### config.mk
export PLATFORM = sky130hd
export DESIGN_NAME = lvdc_timing_gen
export DESIGN_NICKNAME = d
export VERILOG_FILES = /design/src/rtl/lvdc_timing_pkg.sv /design/src/rtl/lvdc_timing_chan.sv /design/src/rtl/lvdc_timing_gen.sv
export SDC_FILE = /design/constraint.sdc
export NUM_CORES = 1
export LEC_CHECK = 0
export CORE_UTILIZATION = 45
export CTS_CLUSTER_DIAMETER = 100
export DETAILED_ROUTE_END_ITERATION = 8
export GPL_TIMING_DRIVEN = 0
export PLACE_DENSITY = 0.64
export REMOVE_ABC_BUFFERS = 1
export SLEW_MARGIN = 10
export SYNTH_ARGS = -nofsm -noshare
export SYNTH_HDL_FRONTEND = slang
export SYNTH_SLANG_ARGS = --single-unit
### constraint.sdc
create_clock -name clk_i -period 6 [get_ports clk_i]
set_clock_uncertainty 0.05 [all_clocks]
set_input_delay 0.9 -clock clk_i [delete_from_list [all_inputs] [get_ports clk_i]]
set_output_delay 0.9 -clock clk_i [all_outputs]
set_load 0.02 [all_outputs]
### src/rtl/lvdc_timing_pkg.sv
// Shared types and width helpers for the LVDC timing generator.
// Every counter field is at least one bit wide, including SYL when SYLLABLES=1.
package lvdc_timing_pkg;

  typedef enum logic [1:0] {
    MODE_RUN  = 2'b00,
    MODE_HALT = 2'b01,
    MODE_STEP = 2'b10,
    MODE_RSVD = 2'b11
  } mode_t;

  typedef enum logic [1:0] {
    ST_HALTED,
    ST_RUN,
    ST_DRAIN,
    ST_STEPPING
  } fsm_t;

  function automatic int cnt_w(input int n);
    return (n <= 2) ? 1 : $clog2(n);
  endfunction

  function automatic int bt_w(input int bit_times);
    return cnt_w(bit_times);
  endfunction

  function automatic int ph_w(input int phases);
    return cnt_w(phases);
  endfunction

  function automatic int syl_w(input int syllables);
    return cnt_w(syllables);
  endfunction

endpackage

### src/rtl/lvdc_timing_chan.sv
// One redundant bit-time/phase/syllable counter channel.
// A channel that disagrees with the vote rebuilds its next value from the vote.
module lvdc_timing_chan
  import lvdc_timing_pkg::*;
#(
  parameter int BIT_TIMES = 28,
  parameter int PHASES    = 4,
  parameter int SYLLABLES = 2,
  localparam int BT_W  = bt_w(BIT_TIMES),
  localparam int PH_W  = ph_w(PHASES),
  localparam int SYL_W = syl_w(SYLLABLES)
) (
  input  logic             clk_i,
  input  logic             rst_n_i,
  input  logic             adv_i,
  input  logic             load_i,
  input  logic             fault_i,
  input  logic [BT_W-1:0]  vote_bt_i,
  input  logic [PH_W-1:0]  vote_ph_i,
  input  logic [SYL_W-1:0] vote_syl_i,
  output logic [BT_W-1:0]  bt_o,
  output logic [PH_W-1:0]  ph_o,
  output logic [SYL_W-1:0] syl_o
);

  localparam logic [BT_W-1:0]  BT_MAX  = BT_W'(BIT_TIMES - 1);
  localparam logic [PH_W-1:0]  PH_MAX  = PH_W'(PHASES - 1);
  localparam logic [SYL_W-1:0] SYL_MAX = SYL_W'(SYLLABLES - 1);

  logic [BT_W-1:0]  bt_q, bt_d, base_bt;
  logic [PH_W-1:0]  ph_q, ph_d, base_ph;
  logic [SYL_W-1:0] syl_q, syl_d, base_syl;

  always_comb begin
    base_bt  = load_i ? vote_bt_i  : bt_q;
    base_ph  = load_i ? vote_ph_i  : ph_q;
    base_syl = load_i ? vote_syl_i : syl_q;
    bt_d     = base_bt;
    ph_d     = base_ph;
    syl_d    = base_syl;
    if (adv_i) begin
      if (base_bt == BT_MAX) begin
        bt_d = '0;
        if (base_ph == PH_MAX) begin
          ph_d = '0;
          // SYL_MAX is 0 for a single syllable, so SYL holds at 0
          syl_d = (base_syl == SYL_MAX) ? '0 : base_syl + SYL_W'(1);
        end else begin
          ph_d = base_ph + PH_W'(1);
        end
      end else begin
        bt_d = base_bt + BT_W'(1);
      end
    end
    bt_d[0] = bt_d[0] ^ fault_i;
  end

  always_ff @(posedge clk_i or negedge rst_n_i) begin
    if (!rst_n_i) begin
      bt_q  <= '0;
      ph_q  <= '0;
      syl_q <= '0;
    end else begin
      bt_q  <= bt_d;
      ph_q  <= ph_d;
      syl_q <= syl_d;
    end
  end

  assign bt_o  = bt_q;
  assign ph_o  = ph_q;
  assign syl_o = syl_q;

endmodule

### src/rtl/lvdc_timing_gen.sv
// LVDC bit-time/phase/syllable generator with optional TMR voting and HALT/STEP control.
// state       | meaning
// ST_HALTED   | counters frozen on a phase boundary (BT=0)
// ST_RUN      | free running
// ST_DRAIN    | halt requested, finishing the current phase
// ST_STEPPING | executing one phase for a STEP pulse
module lvdc_timing_gen
  import lvdc_timing_pkg::*;
#(
  parameter int BIT_TIMES = 28,
  parameter int PHASES    = 4,
  parameter int SYLLABLES = 2,
  parameter int CHANNELS  = 3,
  localparam int BT_W  = bt_w(BIT_TIMES),
  localparam int PH_W  = ph_w(PHASES),
  localparam int SYL_W = syl_w(SYLLABLES)
) (
  input  logic                clk_i,
  input  logic                rst_n_i,
  input  logic [1:0]          mode_i,
  input  logic                step_i,
  input  logic [CHANNELS-1:0] fault_inj_i,
  input  logic                err_clr_i,
  output logic [BT_W-1:0]     bt_o,
  output logic [PH_W-1:0]     ph_o,
  output logic [SYL_W-1:0]    syl_o,
  output logic                phase_end_o,
  output logic                word_end_o,
  output logic                running_o,
  output logic                miscmp_o,
  output logic [CHANNELS-1:0] err_o
);

  localparam logic [BT_W-1:0] BT_MAX = BT_W'(BIT_TIMES - 1);
  localparam logic [PH_W-1:0] PH_MAX = PH_W'(PHASES - 1);

  fsm_t  state_q, state_d;
  mode_t mode;
  logic  adv;
  logic  phase_end;

  logic [BT_W-1:0]  ch_bt  [CHANNELS];
  logic [PH_W-1:0]  ch_ph  [CHANNELS];
  logic [SYL_W-1:0] ch_syl [CHANNELS];
  logic [BT_W-1:0]  vote_bt;
  logic [PH_W-1:0]  vote_ph;
  logic [SYL_W-1:0] vote_syl;
  logic [CHANNELS-1:0] ch_mis;
  logic [CHANNELS-1:0] err_q, err_d;

  assign mode      = mode_t'(mode_i);
  assign adv       = (state_q == ST_RUN) || (state_q == ST_DRAIN) || (state_q == ST_STEPPING);
  assign phase_end = adv && (vote_bt == BT_MAX);

  for (genvar g = 0; g < CHANNELS; g++) begin : g_chan
    lvdc_timing_chan #(
      .BIT_TIMES(BIT_TIMES),
      .PHASES   (PHASES),
      .SYLLABLES(SYLLABLES)
    ) u_chan (
      .clk_i     (clk_i),
      .rst_n_i   (rst_n_i),
      .adv_i     (adv),
      .load_i    (ch_mis[g]),
      .fault_i   (fault_inj_i[g]),
      .vote_bt_i (vote_bt),
      .vote_ph_i (vote_ph),
      .vote_syl_i(vote_syl),
      .bt_o      (ch_bt[g]),
      .ph_o      (ch_ph[g]),
      .syl_o     (ch_syl[g])
    );
  end

  if (CHANNELS == 3) begin : g_tmr
    assign vote_bt  = (ch_bt[0] & ch_bt[1]) | (ch_bt[0] & ch_bt[2]) | (ch_bt[1] & ch_bt[2]);
    assign vote_ph  = (ch_ph[0] & ch_ph[1]) | (ch_ph[0] & ch_ph[2]) | (ch_ph[1] & ch_ph[2]);
    assign vote_syl = (ch_syl[0] & ch_syl[1]) | (ch_syl[0] & ch_syl[2]) | (ch_syl[1] & ch_syl[2]);
    for (genvar g = 0; g < 3; g++) begin : g_cmp
      assign ch_mis[g] = (ch_bt[g] != vote_bt) || (ch_ph[g] != vote_ph) || (ch_syl[g] != vote_syl);
    end
  end else begin : g_simplex
    assign vote_bt  = ch_bt[0];
    assign vote_ph  = ch_ph[0];
    assign vote_syl = ch_syl[0];
    assign ch_mis   = '0;
  end

  always_comb begin
    state_d = state_q;
    unique case (state_q)
      ST_HALTED: begin
        if (mode == MODE_RUN)                state_d = ST_RUN;
        else if (mode == MODE_STEP && step_i) state_d = ST_STEPPING;
      end
      ST_RUN: begin
        if (mode != MODE_RUN) state_d = ST_DRAIN;
      end
      ST_DRAIN: begin
        if (mode == MODE_RUN) state_d = ST_RUN;
        else if (phase_end)   state_d = ST_HALTED;
      end
      ST_STEPPING: begin
        if (phase_end) state_d = ST_HALTED;
      end
      default: state_d = ST_HALTED;
    endcase
  end

  // clear wins over a disagreement seen in the same cycle
  assign err_d = err_clr_i ? '0 : (err_q | ch_mis);

  always_ff @(posedge clk_i or negedge rst_n_i) begin
    if (!rst_n_i) begin
      state_q <= ST_HALTED;
      err_q   <= '0;
    end else begin
      state_q <= state_d;
      err_q   <= err_d;
    end
  end

  assign bt_o        = vote_bt;
  assign ph_o        = vote_ph;
  assign syl_o       = vote_syl;
  assign phase_end_o = phase_end;
  assign word_end_o  = phase_end && (vote_ph == PH_MAX);
  assign running_o   = adv;
  assign miscmp_o    = |ch_mis;
  assign err_o       = err_q;

endmodule

Word-level counts from Yosys, hierarchy flattened
Cells that the tools add are included.
- logic and storage cells: 121
- bits of input ports: 9
- output and inout port bits: 15
- register bits after elaboration: 29
- reduce and logical (&&, ||, !) cells: 16
- bitwise operators: 19
- equality and inequality tests: 23
- add/sub/neg operators: 9
- muxes and demuxes: 43
- operators with widths (cell ; number):
    2-to-1 mux 5 bit ; 9
    2-to-1 mux 2 bit ; 17
    equality test 5 bit, second input constant ; 4
    adder 5 x 1 -> 5 bit, second input constant ; 3
    AND 5 bit ; 3
    2-to-1 mux 1 bit ; 15
    != test 5 bit ; 3
    equality test 2 bit, second input constant ; 7
    bitwise OR 5 bit ; 2
    logical OR 1 bit ; 8
    case mux 2 bit (4 select lines) ; 1
    adder 2 x 1 -> 2 bit, second input constant ; 3
    AND 2 bit ; 3
    != test 2 bit ; 3
    zero test 2 bit ; 2
    bitwise OR 2 bit ; 2
    adder 1 bit, second input constant ; 3
    AND 1 bit ; 3
    logical AND 1 bit ; 3
    2-to-1 mux 3 bit ; 1
    != test 1 bit ; 3
    != test 3 bit, second input constant ; 1
    bitwise OR 3 bit ; 1
    OR reduction 3 bit ; 1
    other kinds (6) ; 9

Logic depth before layout (Yosys ltp)
- depth after elaboration: 12
- mapped depth: 7
- mapped depth without buffers: 6

By module
From an unflattened synthesis, not the netlist that was laid out.
- cells, all modules: 239
- area, all modules: 2447.3 um^2
- modules (own cells, without submodules) (module ; area each (um^2) ; instances ; sequential area each (um^2) ; cells each):
    lvdc_timing_chan (g_chan[1].u_chan ...) ; 534.3 ; 2 ; 200.2 ; 45
    lvdc_timing_gen ; 848.3 ; 1 ; 125.1 ; 104
    lvdc_timing_chan (g_chan[0].u_chan) ; 530.5 ; 1 ; 200.2 ; 45

Worst setup path after synthesis
OpenSTA, ideal clock, no wires.
- path kind: register to output
- start point: reg g_chan[1].u_chan.bt_q[2]
- end point: out word_end_o
- setup slack: 3.391 ns
- stages on the path, launching flop included: 6
- arrival: 1.659 ns
- required time: 5.050 ns
- buffers on the path: 1
- path through: dfrtp_1 maj3_2 and3b_1 buf_6 nand3_1 nor3_1
- longest elaborated chain between the ends: 6
- elaborated cells on any way between the ends: 7
- those cells by class: 1 x eq/ne; 4 x bitwise; 2 x reduce/logical
- RTL lines (element ; RTL line ; RTL):
    start, declared ; lvdc_timing_chan.sv:30 ; logic [BT_W-1:0] bt_q, bt_d, base_bt;
    start signal, assigned ; lvdc_timing_chan.sv:64 ; bt_q <= bt_d;
    AND 5 bit ; lvdc_timing_gen.sv:76 ; assign vote_bt = (ch_bt[0] & ch_bt[1]) | (ch_bt[0] & ch_bt[2]) | (ch_bt[1] & ch_bt[2]);
    bitwise OR 5 bit ; lvdc_timing_gen.sv:76 ;
    bitwise OR 5 bit * ; lvdc_timing_gen.sv:76 ;
    equality test 5 bit * ; lvdc_timing_gen.sv:53 ; assign phase_end = adv && (vote_bt == BT_MAX);
    logical AND 1 bit * ; lvdc_timing_gen.sv:53 ;
    logical AND 1 bit * ; lvdc_timing_gen.sv:127 ; assign word_end_o = phase_end && (vote_ph == PH_MAX);
    end, declared ; lvdc_timing_gen.sv:28 ; output logic word_end_o,
Mark *: on every way between the ends. The rest lies on a longest branch, timed or not.

Final worst setup path
- start point: reg g_chan[0].u_chan.bt_q[3]
- end point: out word_end_o
- longest elaborated chain between the ends: 6
- elaborated cells on any way between the ends: 7
- those cells by class: 1 x eq/ne; 4 x bitwise; 2 x reduce/logical
- RTL lines (element ; RTL line):
    start, declared ; lvdc_timing_chan.sv:30
    start signal, assigned ; lvdc_timing_chan.sv:64
    AND 5 bit ; lvdc_timing_gen.sv:76
    bitwise OR 5 bit * (2 in series) ; lvdc_timing_gen.sv:76
    equality test 5 bit * ; lvdc_timing_gen.sv:53
    logical AND 1 bit * ; lvdc_timing_gen.sv:53
    logical AND 1 bit * ; lvdc_timing_gen.sv:127
Marks and branches as above.

==> results.py <==
metrics = {
    "clocking": {
        "cts_max_level": 2,
        "numClockSinks": 29,
        "cts_tree": "done",
        "numCtsBuffers": 5,
        "clock_latency_ns": 0.28,
        "cts_resized": 0,
        "clk_pin_slew_ns": 0.06,
        "cts_buffer_depth": 2,
        "cts-root-buf": "clkbuf_8",
        "cts.hold.buffers_added": 0,
        "post-cts-setup-buffers": 0,
    },
    "worst_hold_path": {
        "hold-path-endpoint": "err_o[2]",
        "hold_path_class": "reg2reg",
        "worst_hold_path.num_cells": 2,
        "hold_start": "err_o[2]",
    },
    "floorplan": {
        "rows": 23,
        "die_h_um": 67.4,
        "die_w_um": 67.4,
        "initial_utilization": 0.475,
        "die_area_um2": 4540,
        "io_pins": 24,
        "core-area_um2": 4060,
    },
    "global_routing": {
        "grt_first_pass_wirelength_um": 7320,
        "grt_usage": 0.224,
        "grt_pass1_vias": 1527,
        "antenna_found_initial": 0,
        "overflow": 0,
        "grt_max_degree": 30,
    },
    "route": {
        "via_count": 1599,
        "drc": 0,
        "dr.pass1.iters": 4,
        "drt_iter0_markers": 56,
        "via_per_inst": 5.84,
        "wl_per_cell_um": 16.1,
        "wirelength_um": 4410,
        "ant_nets": 0,
    },
    "critical_path": {
        "max_stage_delay_ns": 0.63,
        "path_class": "reg2out",
        "reg2reg_to": "g_chan[1].u_chan.ph_o[1]",
        "critPathRequiredTime_ns": 5.05,
        "end_kind": "primary output",
        "regToRegSetupSlack_ns": 3.93,
        "crit_chain": "maj3_1 -> and3b_1 -> nand3_1 -> nor3_1 -> clkdlybuf4s50_1",
        "r2r_cells": 5,
        "worst-path-buf-inv": 1,
        "cp_max_fo": 11,
        "crit_path_start_kind": "register",
        "r2r-start": "g_chan[0].u_chan.bt_o[0]",
        "cp.arrival_ns": 2.55,
        "cp_slowest_cell": "clkdlybuf4s50_1",
        "critical-path-top-delay-family": "simple AND/OR/NAND/NOR gates",
    },
    "placed_design": {
        "postPlaceCellArea_um2": 2170,
        "io_buffer_count": 23,
        "dp_hpwl_um": 3220,
        "pre_cts_ws_ns": 2.84,
        "place.gp.congestion": 0.886,
    },
    "sta": {
        "min_period_over_period": 0.584,
        "relSlewSlack": 0.579,
        "setup_slack_ns": 2.50,
        "max_freq_mhz": 286,
        "min_period_ns": 3.50,
        "tns_ns": 0,
        "setup_viol": 0,
        "tightest_slew_ns": 0.631,
        "report.final.slew_viol_count": 0,
        "hold_violations": 0,
        "rsz0062_at_grt": "false",
    },
    "synth": {
        "yosys.area.top_type_share": 0.377,
        "synth_seq_cells": 29,
        "synth_edf_count": 0,
        "ys_async_sr_fraction": 1.00,
        "yosysTopAreaCell": "dfrtp_1",
        "ys_top_cells_by_area": "dfrtp_1, or3b_2, nand3b_1",
        "synth.lib_cells_used.distinct": 36,
        "yosysWarnings": 0,
        "synth_cells": 202,
        "yosysSeqAreaShare": 0.377,
        "synth_flop_cell": "dfrtp_1",
        "synth_area_um2": 1930,
        "synth.avg_cell_area_um2": 9.53,
    },
    "cells_and_area": {
        "fin_nets": 238,
        "final-seq-area_um2": 726,
        "stdcell_area_um2": 2300,
        "fillers": 354,
        "layout-drive-gt1-share": 0.147,
        "multi_input_area_um2": 1120,
        "antennaDiodeCount": 0,
        "area_growth_pct": 19.4,
    },
    "power_and_ir_drop": {
        "total_power_mw": 1.21,
        "power.leakage_nw": 0.904,
        "irDropWorstVdd_mv": 0.298,
        "power_density_nw_per_um2": 526,
    },
    "job": {
        "drv_cap": 0,
    },
    "run_status": {
        "outcome": "complete, no violations",
    },
}
cells by family after synthesis:
| logic type | count (synthesis) | share of synthesized area |
|---|---|---|
| AO/OA/AOI/OAI | 48 | 0.159 |
| XOR/XNOR | 11 | 0.0500 |
| adder cells (fa/ha/maj) | 17 | 0.0981 |
| buffers and inverters | 17 | 0.0403 |
| flip-flops | 29 | 0.377 |
| multiplexers | 3 | 0.0175 |
| AND/OR/NAND/NOR | 77 | 0.258 |
per-layer routing:
metal | track usage | vias up | routed length [um]
met5 | 0 | - | 0
met2 | 0.379 | 45 | 2190
met3 | 0.0541 | 8 | 221
li1 | - | 785 | -
met4 | 0.0904 | 0 | 85
met1 | 0.270 | 761 | 1910
layout make-up:
| class | instances | area share |
|---|---|---|
| well taps | 50 | 0.0272 |
| clock buffers | 5 | 0.0299 |
| repair buffers | 23 | 0.0979 |
| inverters | 8 | 0.0131 |
| flip-flops and latches | 29 | 0.316 |
| clock inverters | 3 | 0.0283 |
| multi-input cells | 156 | 0.488 |
worst register-to-register path, stage by stage, from the launching register on:
cell	delay (ns)
dfrtp_1	0.52
maj3_1	0.42
ha_1	0.19
o21a_1	0.19
nand4b_1	0.23
mux2_2	0.36
cell usage after synthesis, types with 4 or more instances:
library cell	instances
dfrtp_1	29
a21oi_1	22
nand3b_1	15
or3b_2	14
nor2_1	13
o21a_1	13
xnor2_1	10
maj3_1	8
nand4_1	8
inv_1	7
ha_1	6
nand2_1	6
buf_2	5
nand2b_1	5
nand3_1	5
o22ai_1	4
worst max-delay path by stage:
stage                        startpoint          to  cells past startpoint
2_1_floorplan  g_chan[0].u_chan.bt_o[3]  word_end_o                      4
6_report       g_chan[0].u_chan.bt_o[3]  word_end_o                      5
3_5_place_dp   g_chan[1].u_chan.bt_o[2]  word_end_o                      5
3_3_place_gp   g_chan[0].u_chan.bt_o[3]  word_end_o                      5
5_1_grt        g_chan[1].u_chan.bt_o[2]  word_end_o                      5
4_1_cts        g_chan[1].u_chan.bt_o[2]  word_end_o                      5
metrics by stage:
step | hold slack, ns | utilization | std cells
3_5_place_dp | 0.457 | 0.534 | 266
4_1_cts | 0.467 | 0.567 | 274
5_1_grt | 0.496 | 0.567 | 274
6_report | 0.463 | 0.567 | 274
2_1_floorplan | 0.487 | - | 193
3_3_place_gp | 0.451 | 0.535 | 266
registers in the layout, summed over array words and instances, names as in the netlist:
| register | flops |
|---|---|
| g_chan.u_chan.syl_o | 3 |
| err_o | 3 |
| g_chan.u_chan.bt_o | 15 |
| g_chan.u_chan.ph_o | 6 |
| state_q | 2 |
layout by cell type, fill, tap and decap left out:
cell and instances:
nand2_1 6, ha_1 6, a221oi_2 1, and3b_1 1, and3_4 1, xnor2_1 10
o21ai_0 1, nor4_1 3, nor2b_1 1, o2111ai_1 1, xor2_1 1, o41ai_1 1
clkbuf_8 5, clkinv_2 1, buf_2 1, nand3b_1 15, or3b_2 14, a21oi_1 22
inv_1 7, clkdlybuf4s50_1 22, nand3_1 5, nand4b_1 2, nor2_2 1, nor3_1 1
o21a_1 13, nor2_1 13, nand4_1 8, maj3_2 3, maj3_1 8, nand3_2 1
clkinv_1 1, o22ai_1 4, nand2b_1 5, bufinv_16 2, mux2_2 3, o221ai_1 2
dfrtp_1 29, a31oi_1 3
where the power goes:
part	internal (mW)	switching (mW)
Combinational	0.287	0.301
Clock	0.165	0.0772
Sequential	0.262	0.117
Power figures use the tool's default switching activity.
